==> config.mk <==
export PLATFORM = sky130hd
export DESIGN_NAME = lcd_reader
export DESIGN_NICKNAME = d
export VERILOG_FILES = /design/src/rtl/lcd_reader.sv
export SDC_FILE = /design/constraint.sdc
export NUM_CORES = 1
export LEC_CHECK = 0
export BUFFER_PORTS_ARGS = -buffer_cell sky130_fd_sc_hd__buf_2
export CAP_MARGIN = 20
export CORE_UTILIZATION = 52
export CTS_CLUSTER_SIZE = 40
export DETAILED_ROUTE_END_ITERATION = 7
export GPL_TIMING_DRIVEN = 0
export PLACE_DENSITY = 0.86
export REMOVE_ABC_BUFFERS = 1
export SYNTH_ARGS = -nofsm -noshare
export SYNTH_HDL_FRONTEND = slang
export SYNTH_SLANG_ARGS = --single-unit
==> constraint.sdc <==
create_clock -name clk -period 2.1 [get_ports clk]
set_input_delay 0.42 -clock clk [delete_from_list [all_inputs] [get_ports clk]]
set_output_delay 0.42 -clock clk [all_outputs]
set_load 0.01 [all_outputs]
==> src/rtl/lcd_reader.sv <==
// rtl/lcd_reader.sv - 4-bit HD44780 read engine (busy flag / address / data) with optional busy polling
//
// Ports:
//   clk, rst            system clock, asynchronous active-low reset
//   req_valid/req_ready request handshake; req_rs selects BF/address (0) or data (1),
//                       req_poll repeats BF reads until BF=0 or MAX_POLLS reads
//   rsp_valid           one-cycle pulse with rsp_data (held) and rsp_timeout
//   rd_active           reader owns E/RS/RW and the data bus is not driven by the writer
//   lcd_data_i          DB7..DB4 from the panel
//   lcd_e/lcd_rs/lcd_rw reader-side LCD control pins
module lcd_reader #(
  parameter int CYCLES_PER_US = 50,
  parameter int MAX_POLLS     = 1024
) (
  input  logic       clk,
  input  logic       rst,
  input  logic       req_valid,
  output logic       req_ready,
  input  logic       req_rs,
  input  logic       req_poll,
  output logic       rsp_valid,
  output logic [7:0] rsp_data,
  output logic       rsp_timeout,
  output logic       rd_active,
  input  logic [3:0] lcd_data_i,
  output logic       lcd_e,
  output logic       lcd_rs,
  output logic       lcd_rw
);

  localparam int S_CYC = CYCLES_PER_US / 10;
  localparam int H_CYC = CYCLES_PER_US / 2;
  localparam int CW    = $clog2(H_CYC) + 1;
  localparam int PW    = $clog2(MAX_POLLS) + 1;

  localparam logic [CW-1:0] S_LAST   = CW'(S_CYC - 1);
  localparam logic [CW-1:0] H_LAST   = CW'(H_CYC - 1);
  localparam logic [PW-1:0] POLL_MAX = PW'(MAX_POLLS);

  typedef enum logic [2:0] {
    IDLE,
    SETUP,
    EHIGH,
    HOLD,
    GAP
  } state_t;

  state_t        state;
  logic [CW-1:0] cnt;
  logic          nibble;
  logic          poll_q;
  logic [PW-1:0] poll_cnt;
  logic [7:0]    data_q;

  // Count including the byte that just completed; only used when polling
  // found BF=1, so the counter stops at MAX_POLLS and never wraps.
  logic [PW-1:0] poll_cnt_nxt;
  assign poll_cnt_nxt = poll_cnt + PW'(1);

  always_ff @(posedge clk or negedge rst) begin
    if (!rst) begin
      state       <= IDLE;
      cnt         <= '0;
      nibble      <= 1'b0;
      poll_q      <= 1'b0;
      poll_cnt    <= '0;
      data_q      <= 8'h00;
      req_ready   <= 1'b0;
      rsp_valid   <= 1'b0;
      rsp_data    <= 8'h00;
      rsp_timeout <= 1'b0;
      rd_active   <= 1'b0;
      lcd_e       <= 1'b0;
      lcd_rs      <= 1'b0;
      lcd_rw      <= 1'b0;
    end else begin
      rsp_valid <= 1'b0;
      case (state)
        IDLE: begin
          req_ready <= 1'b1;
          if (req_valid && req_ready) begin
            // Polling always reads the busy flag, whatever req_rs says.
            lcd_rs    <= req_poll ? 1'b0 : req_rs;
            lcd_rw    <= 1'b1;
            rd_active <= 1'b1;
            req_ready <= 1'b0;
            poll_q    <= req_poll;
            poll_cnt  <= '0;
            nibble    <= 1'b0;
            cnt       <= '0;
            state     <= SETUP;
          end
        end

        SETUP: begin
          if (cnt == S_LAST) begin
            cnt   <= '0;
            lcd_e <= 1'b1;
            state <= EHIGH;
          end else begin
            cnt <= cnt + CW'(1);
          end
        end

        EHIGH: begin
          if (cnt == H_LAST) begin
            // Sample at the very end of the E pulse, when read data has had
            // the whole pulse to settle.
            if (!nibble) data_q[7:4] <= lcd_data_i;
            else         data_q[3:0] <= lcd_data_i;
            cnt   <= '0;
            lcd_e <= 1'b0;
            state <= HOLD;
          end else begin
            cnt <= cnt + CW'(1);
          end
        end

        HOLD: begin
          if (cnt == S_LAST) begin
            cnt   <= '0;
            state <= GAP;
          end else begin
            cnt <= cnt + CW'(1);
          end
        end

        GAP: begin
          if (cnt == H_LAST) begin
            cnt <= '0;
            if (!nibble) begin
              nibble <= 1'b1;
              state  <= SETUP;
            end else if (!poll_q || !data_q[7] || (poll_cnt_nxt == POLL_MAX)) begin
              // Byte finished: plain read, BF cleared, or poll budget spent.
              rsp_valid   <= 1'b1;
              rsp_data    <= data_q;
              rsp_timeout <= poll_q && data_q[7];
              rd_active   <= 1'b0;
              lcd_rs      <= 1'b0;
              lcd_rw      <= 1'b0;
              req_ready   <= 1'b1;
              state       <= IDLE;
            end else begin
              poll_cnt <= poll_cnt_nxt;
              nibble   <= 1'b0;
              state    <= SETUP;
            end
          end else begin
            cnt <= cnt + CW'(1);
          end
        end

        default: begin
          state <= IDLE;
        end
      endcase
    end
  end

endmodule
==> results of run 1 <==
-- sequential cells by signal, summed over array words and instances (netlist names) --
signal / count
poll_cnt: 11
rsp_valid: 1
data_q: 8
state: 3
rsp_data: 8
lcd_rw: 1
cnt: 6
req_ready: 1
poll_q: 1
rsp_timeout: 1
lcd_e: 1
lcd_rs: 1
nibble: 1
-- report_power, final --
| part | total (mW) | switching [mW] | internal, mW |
|---|---|---|---|
| registers | 0.853 | 0.00249 | 0.850 |
| clock network | 0.671 | 0.312 | 0.358 |
| logic | 0.0299 | 0.0208 | 0.00911 |
-- kinds of logic after synthesis --
kind of cell             after synthesis
multiplexers                          19
XOR/XNOR                               3
AND/OR/NAND/NOR                       81
AO/OA/AOI/OAI                         41
buffers and inverters                 13
flip-flops                            44
adder cells (fa/ha/maj)                3
-- layout by cell type, fill, tap and decap left out, types with 3 or more instances in the layout --
cell type and instances:
nor3_1 4, mux2_4 8, inv_1 7, nand2_1 23, o41ai_1 4, o21ai_0 8, clkbuf_8 5, dfrtp_2 6
mux2_2 9, nor3b_1 3, nor2_1 13, nand3_1 6, dfrtp_1 38, a21o_1 4, buf_2 23, a21oi_1 3
a221o_1 3, buf_4 23, buf_6 3
-- stage by stage --
step | cell area, sq um | setup slack, ns | hold slack (ns)
after floorplan | 2180 | -0.183 | 0.124
after global placement | 2360 | -0.434 | 0.458
after detailed placement | 2360 | -0.411 | 0.476
after CTS | 2680 | -0.0241 | 0.295
after global routing | 2850 | -0.159 | 0.321
final | 2850 | -0.0726 | 0.248
-- cell usage after synthesis, types with 2 or more instances --
| cell | count |
|---|---|
| and3_1 | 2 |
| o41ai_1 | 4 |
| dfrtp_1 | 44 |
| nor4_1 | 3 |
| nor2b_1 | 2 |
| mux2_2 | 9 |
| or4_1 | 2 |
| a21o_1 | 4 |
| a31oi_1 | 2 |
| nand2_1 | 24 |
| mux2_4 | 8 |
| o31ai_1 | 2 |
| a21oi_1 | 4 |
| a221o_1 | 3 |
| nand2b_1 | 2 |
| buf_2 | 2 |
| nor3_1 | 5 |
| or3_1 | 3 |
| o22ai_1 | 2 |
| inv_1 | 7 |
| o21ai_0 | 8 |
| ha_1 | 3 |
| nor2_1 | 13 |
| xnor2_1 | 2 |
| nand3_1 | 7 |
| nor3b_1 | 3 |
| mux2i_1 | 2 |
-- final timing paths --
kind	slack [ns]	endpoint	startpoint
setup / recovery	-0.07	rsp_data[5]	poll_cnt[8]
hold / removal	0.25	cnt[4]	rst
setup reg to reg	-0.07	rsp_data[5]	poll_cnt[8]
hold reg to reg	0.48	cnt[5]	cnt[5]
max in group asynchronous	1.18	poll_cnt[6]	rst
min in group clk	0.33	poll_q	req_poll
-- layout make-up --
class                           instances  area [sq um]
Timing Repair Buffer                   49           322
Multi-Input combinational cell        148          1210
Inverter                                7          26.3
Tap cell                               50          62.6
Fill cell                             270          1210
Sequential cell                        44          1110
Clock buffer                            5          68.8
Clock inverter                          3          47.5
-- routing by layer --
metal / wire [um] / global-route usage (%)
met1: 2280 / 33.9
met2: 2610 / 38.6
met3: 263 / 5.91
met4: 164 / 10.4
met5: 0 / 0
-- repair_timing --
item,in CTS,in global routing
setup buffers,13,13
hold buffers,0,0
resized for setup,22,14
pin swaps,6,9
setup endpoints to repair,35,34
gates cloned,1,0
==> results.toml, run 1 <==
[grt]
grt_pass1_vias = 1761
globalRouteTotalUtil_pct = 25.2
grt_max_degree = 45
grt_first_pass_wirelength_mm = 8.48
antenna_found_initial = 0
grt.overflow.total = 0

[critical_path]
critical-path-max-stage-delay_ns = 0.56
cp.arrival_ns = 2.37
r2r_cells = 6
start_kind = "flop"
cp_data_required_time_ns = 2.30
end_kind = "flop"
cp.depth = 6
critical_path_class = "reg2reg"
crit_buf_inv = 0
crit_path_top_delay_cell = "or4_4"
cp_top_family = "simple AND/OR/NAND/NOR gates"
cp_max_fo = 5
cp_cell_sequence = "or4_4 > nor4_4 > a211oi_2 > a21oi_4 > and2b_2 > mux2_4"

[status]
violations = "negative setup slack"
outcome = "finished, violations left"

[route]
wl_per_cell_um = 17.4
routed_wl_mm = 5.32
drtPass1Iterations = 5
vias_per_cell = 6.10
first_iter_violations = 157
vias = 1867
drtAntennaViolNets = 0
remaining_drc_errors = 0

[power_and_ir_drop]
power_mw = 1.55
powerDensity_mw_per_mm2 = 546
leakage_nw = 1.32
ir_drop_v = 0.000423

[logic_synthesis]
synth_top_family_by_area = "simple AND/OR/NAND/NOR gates"
synth_top_area_cell = "dfrtp_1"
async_reset_ff_share_pct = 100
synth_area_leaders = "dfrtp_1 (49%), mux2_4 (5.4%), mux2_2 (4.5%)"
synth-compound-area-share_pct = 13.5
avgSynthCellArea_sq_um = 11.0
synth_seq_cells = 44
synth-edff-count = 0
synthAdderAreaFrac_pct = 1.68
ys.flop_type = "dfrtp_1"
yosys.area_share.simple_pct = 20.1
synth_warnings = 0
seq_area_frac_synth_pct = 49.2
netlist.area_leader.share_pct = 49.2
synth.area.mux_share_pct = 10.8
syn_inst = 204
synthXorXnorAreaFrac_pct = 1.17
syn_area_sq_mm = 0.00224
synth_cell_type_count = 59

[sta]
fin_skew_ns = 0.00832
hold_violations = 0
finalSetupViolations = 19
setup_ws_ns = -0.0726
fin_setup_tns_ns = -0.747
worstMarginPinSlew_ns = 0.951
post-route-period-util_pct = 103
finalCriticalPeriod_ns = 2.17
fmax_mhz = 460
slew_headroom_pct = 36.6
rsz0062_at_grt = "yes"
final_max_slew_viol_count = 0

[final_layout]
diodes = 0
final_util_pct = 70.1
layout-drive-gt1-share_pct = 42.6
area_growth_pct = 27.2
fin_cells = 306
layout.nets = 267

[die]
dieArea_sq_mm = 0.00457
rows = 23
start_util_pct = 55.1
ioPinCount = 24
coreArea_sq_mm = 0.00406
dieWidth_um = 67.6
die_y_um = 67.6

[cts]
cts_tree = "done"
clockBufferDepth = 2
cts.sink_count = 44
path_clk_slew_ns = 0.09
cts-root-buf = "clkbuf_8"
clk_latency_ns = 0.31
cts_buffers = 5
htree_levels = 2

[place]
portBuffers = 23
dp_cells = 271
detailed_place_hpwl_mm = 2.95
place_congestion = 0.849

[hold_path]
hp-class = "in2async"

[run]
maxCapViolCount = 0
(Power assumes the default switching activity.)
==> inputs of run 2 (changes only) <==
Settings changed: ABC_AREA set to 1, CORE_UTILIZATION 52 to 53, PLACE_DENSITY 0.86 to 0.87.
==> run 2 against run 1 <==
The run now ends clean. Power increased by 63%. Clock-buffer cell count is the same. First-iteration DRC count grew 27%. Sequential share of layout area up 2.5 points. Synthesized area up 4.6%. Worst hold slack got worse by 0.015 ns. Fmax up 5.0%. Clock power up 1%. Global-route usage shrank 2.0 points. Largest cell class is now sequential cells. Highest routed layer unchanged.
==> results.toml, run 2 <==
[final_layout]
ff_latch_area_sq_mm = 0.00110
fillers = 334
largest_reg_flops = 11
area_growth_pct = 13.5
mostFrequentLayoutCells = "nand2_1 (103), dfrtp_1 (43), inv_1 (30)"
fin_area_sq_mm = 0.00266
multi_input_area_sq_mm = 0.00109
top_register = "poll_cnt"
final_common_cell = "nand2_1"
largestRegisters = "poll_cnt (11), data_q (8), rsp_data (8)"
layout-drive-gt1-share_pct = 18.1
diodes = 0
layout.nets = 342

[logic_synthesis]
ys.flop_type = "dfrtp_1"
avgSynthCellArea_sq_um = 7.78
syn_inst = 301
synth_warnings = 0
synth_cell_type_count = 25
synth_most_common_cell = "nand2_1"
synth_seq_cells = 44
syn_area_sq_mm = 0.00234
synth_top_area_cell = "dfrtp_1"
ys_top_cells_by_count = "nand2_1 (103), dfrtp_1 (44), inv_1 (31), nor2_1 (24), nand3_1 (19)"
seq_area_frac_synth_pct = 47.0
synth-edff-count = 0
synth_area_leaders = "dfrtp_1 (47%), nand2_1 (17%), inv_1 (5.0%)"
async_reset_ff_share_pct = 100
netlist.area_leader.share_pct = 47.0

[cts]
htree_levels = 2
clockBufferDepth = 2
cts-root-buf = "clkbuf_8"
ctsHoldBuffers = 0
path_clk_slew_ns = 0.09
cts.sink_count = 44
cts_tree = "done"
clk_latency_ns = 0.32
cts_buffers = 5

[status]
outcome = "finished clean"

[critical_path]
critical_path_class = "reg2reg"
crit_start = "poll_cnt[2]"
r2r_setup_slack_ns = 0.03
cp.arrival_ns = 2.32
cp_data_required_time_ns = 2.35
end_kind = "flop"
reg2reg_from = "poll_cnt[2]"
r2r-end = "poll_cnt[6]"
r2r_cells = 11
cp_max_fo = 9
start_kind = "flop"
crit_end = "poll_cnt[6]"

[sta]
post-route-period-util_pct = 98.5
final_max_slew_viol_count = 0
worstMarginPinSlew_ns = 0.958
finalSetupViolations = 0
finalCriticalPeriod_ns = 2.07
hold_ws_ns = 0.233
fin_skew_ns = 0.0135
fmax_mhz = 483
hold_violations = 0
slew_headroom_pct = 36.1

[die]
start_util_pct = 56.9
die_y_um = 68.5
rows = 23
dieArea_sq_mm = 0.00469
coreArea_sq_mm = 0.00412
ioPinCount = 24
dieWidth_um = 68.5

[power_and_ir_drop]
powerDensity_mw_per_mm2 = 950
power_frac_comb_pct = 31.0
netSwitchingPower_mw = 0.954
clock_power_share_pct = 26.9
leakage_nw = 1.35
intPower_mw = 1.57
ir_drop_v = 0.000672
sw_frac_of_total_pct = 37.8
seqPwrFrac_pct = 42.0

[route]
remaining_drc_errors = 0
drtAntennaViolNets = 0
drtPass1Iterations = 4
vias_per_cell = 5.48
routed_wl_mm = 5.18
wl_per_cell_um = 13.6
first_iter_violations = 200
vias = 2086

[hold_path]
hp-class = "in2async"

[grt]
antenna_found_initial = 0
grt_first_pass_wirelength_mm = 7.89
grt_pass1_vias = 1816
globalRouteTotalUtil_pct = 23.2
grt_max_degree = 45
grt.overflow.total = 0

[run]
maxCapViolCount = 0

[place]
dpl_cell_area_sq_mm = 0.00245
detailed_place_hpwl_mm = 3.29
place_congestion = 0.843
portBuffers = 23
-- run 2: cell types whose count changed after synthesis, sizes merged, moves of 8 or more --
| cell | change |
|---|---|
| nand2 | +83 |
| inv | +24 |
| nor2 | +17 |
| a21oi | +8 |
| o21ai | +8 |
| nand4 | +9 |
| mux2 | -17 |
| nand3 | +15 |
-- run 2: worst max-delay path, stage by stage, from the launching register on --
cell and delay (ns):
dfrtp_1 0.51, nand3_1 0.20, nor2_2 0.19, nand2_1 0.10
nand2_1 0.12, nand2_1 0.11, nor2_4 0.10, nand3_2 0.16
nand3_4 0.14, buf_4 0.19, nand3_1 0.08, nand2_1 0.10
-- run 2: per-stage QoR --
| step | power [mW] | utilization, % | TNS, ns | instances | worst slack [ns] |
|---|---|---|---|---|---|
| 6_report | 2.53 | 64.6 | 0 | 381 | 0.0306 |
| 5_1_grt | 2.67 | 64.6 | -1.10 | 381 | -0.0877 |
| 4_1_cts | 2.46 | 62.5 | -0.458 | 374 | -0.0486 |
| 3_5_place_dp | 1.78 | 59.4 | -0.838 | 366 | -0.0980 |
| 3_3_place_gp | 1.74 | 59.4 | -0.0824 | 366 | -0.0110 |
| 2_1_floorplan | 1.57 | - | 0 | 293 | 0.305 |
-- run 2: power groups by stage --
stage	clock [mW]	sequential [mW]	combinational [mW]
2_1_floorplan	0	1.07	0.502
6_report	0.680	1.06	0.783
3_5_place_dp	0	1.07	0.708
5_1_grt	0.719	1.08	0.877
4_1_cts	0.686	1.05	0.719
3_3_place_gp	0	1.06	0.672
-- run 2: per-layer routing --
metal | vias up | wire (um) | GRT usage (%)
met1 | 986 | 2140 | 29.1
met4 | 0 | 154 | 10.9
met5 | - | 0 | 0
li1 | 1022 | - | -
met3 | 15 | 296 | 5.83
met2 | 63 | 2590 | 37.0
-- run 2: worst min-delay path by stage --
stage,start,slack (ns),endpoint,depth (start not counted)
4_1_cts,rst,0.29,poll_cnt[3],1
5_1_grt,rst,0.33,poll_cnt[8],1
3_3_place_gp,rsp_data[6],0.45,rsp_data[6],2
2_1_floorplan,rst,0.12,cnt[0],0
6_report,rst,0.23,poll_cnt[7],1
3_5_place_dp,rsp_data[7],0.45,rsp_data[7],2
-- run 2: layout make-up --
class	instances	area share (%)
clock buffers	5	2.59
clock inverters	3	1.74
inverters	31	4.52
multi-input cells	218	41.0
flip-flops and latches	44	41.5
well taps	50	2.35
repair buffers	30	6.31
-- run 2: kinds of logic after synthesis --
family | after synthesis | synth area share (%)
flip-flops | 44 | 47.0
buffers and inverters | 39 | 8.07
AO/OA/AOI/OAI | 33 | 7.48
XOR/XNOR | 1 | 0.374
adder cells (fa/ha/maj) | 3 | 1.60
AND/OR/NAND/NOR | 181 | 35.4
-- run 2: timing repair --
item | CTS | global route
setup buffers | 0 | 7
pin swaps | 0 | 3
gates resized for setup | 2 | 7
endpoints found under the setup margin | 21 | 32
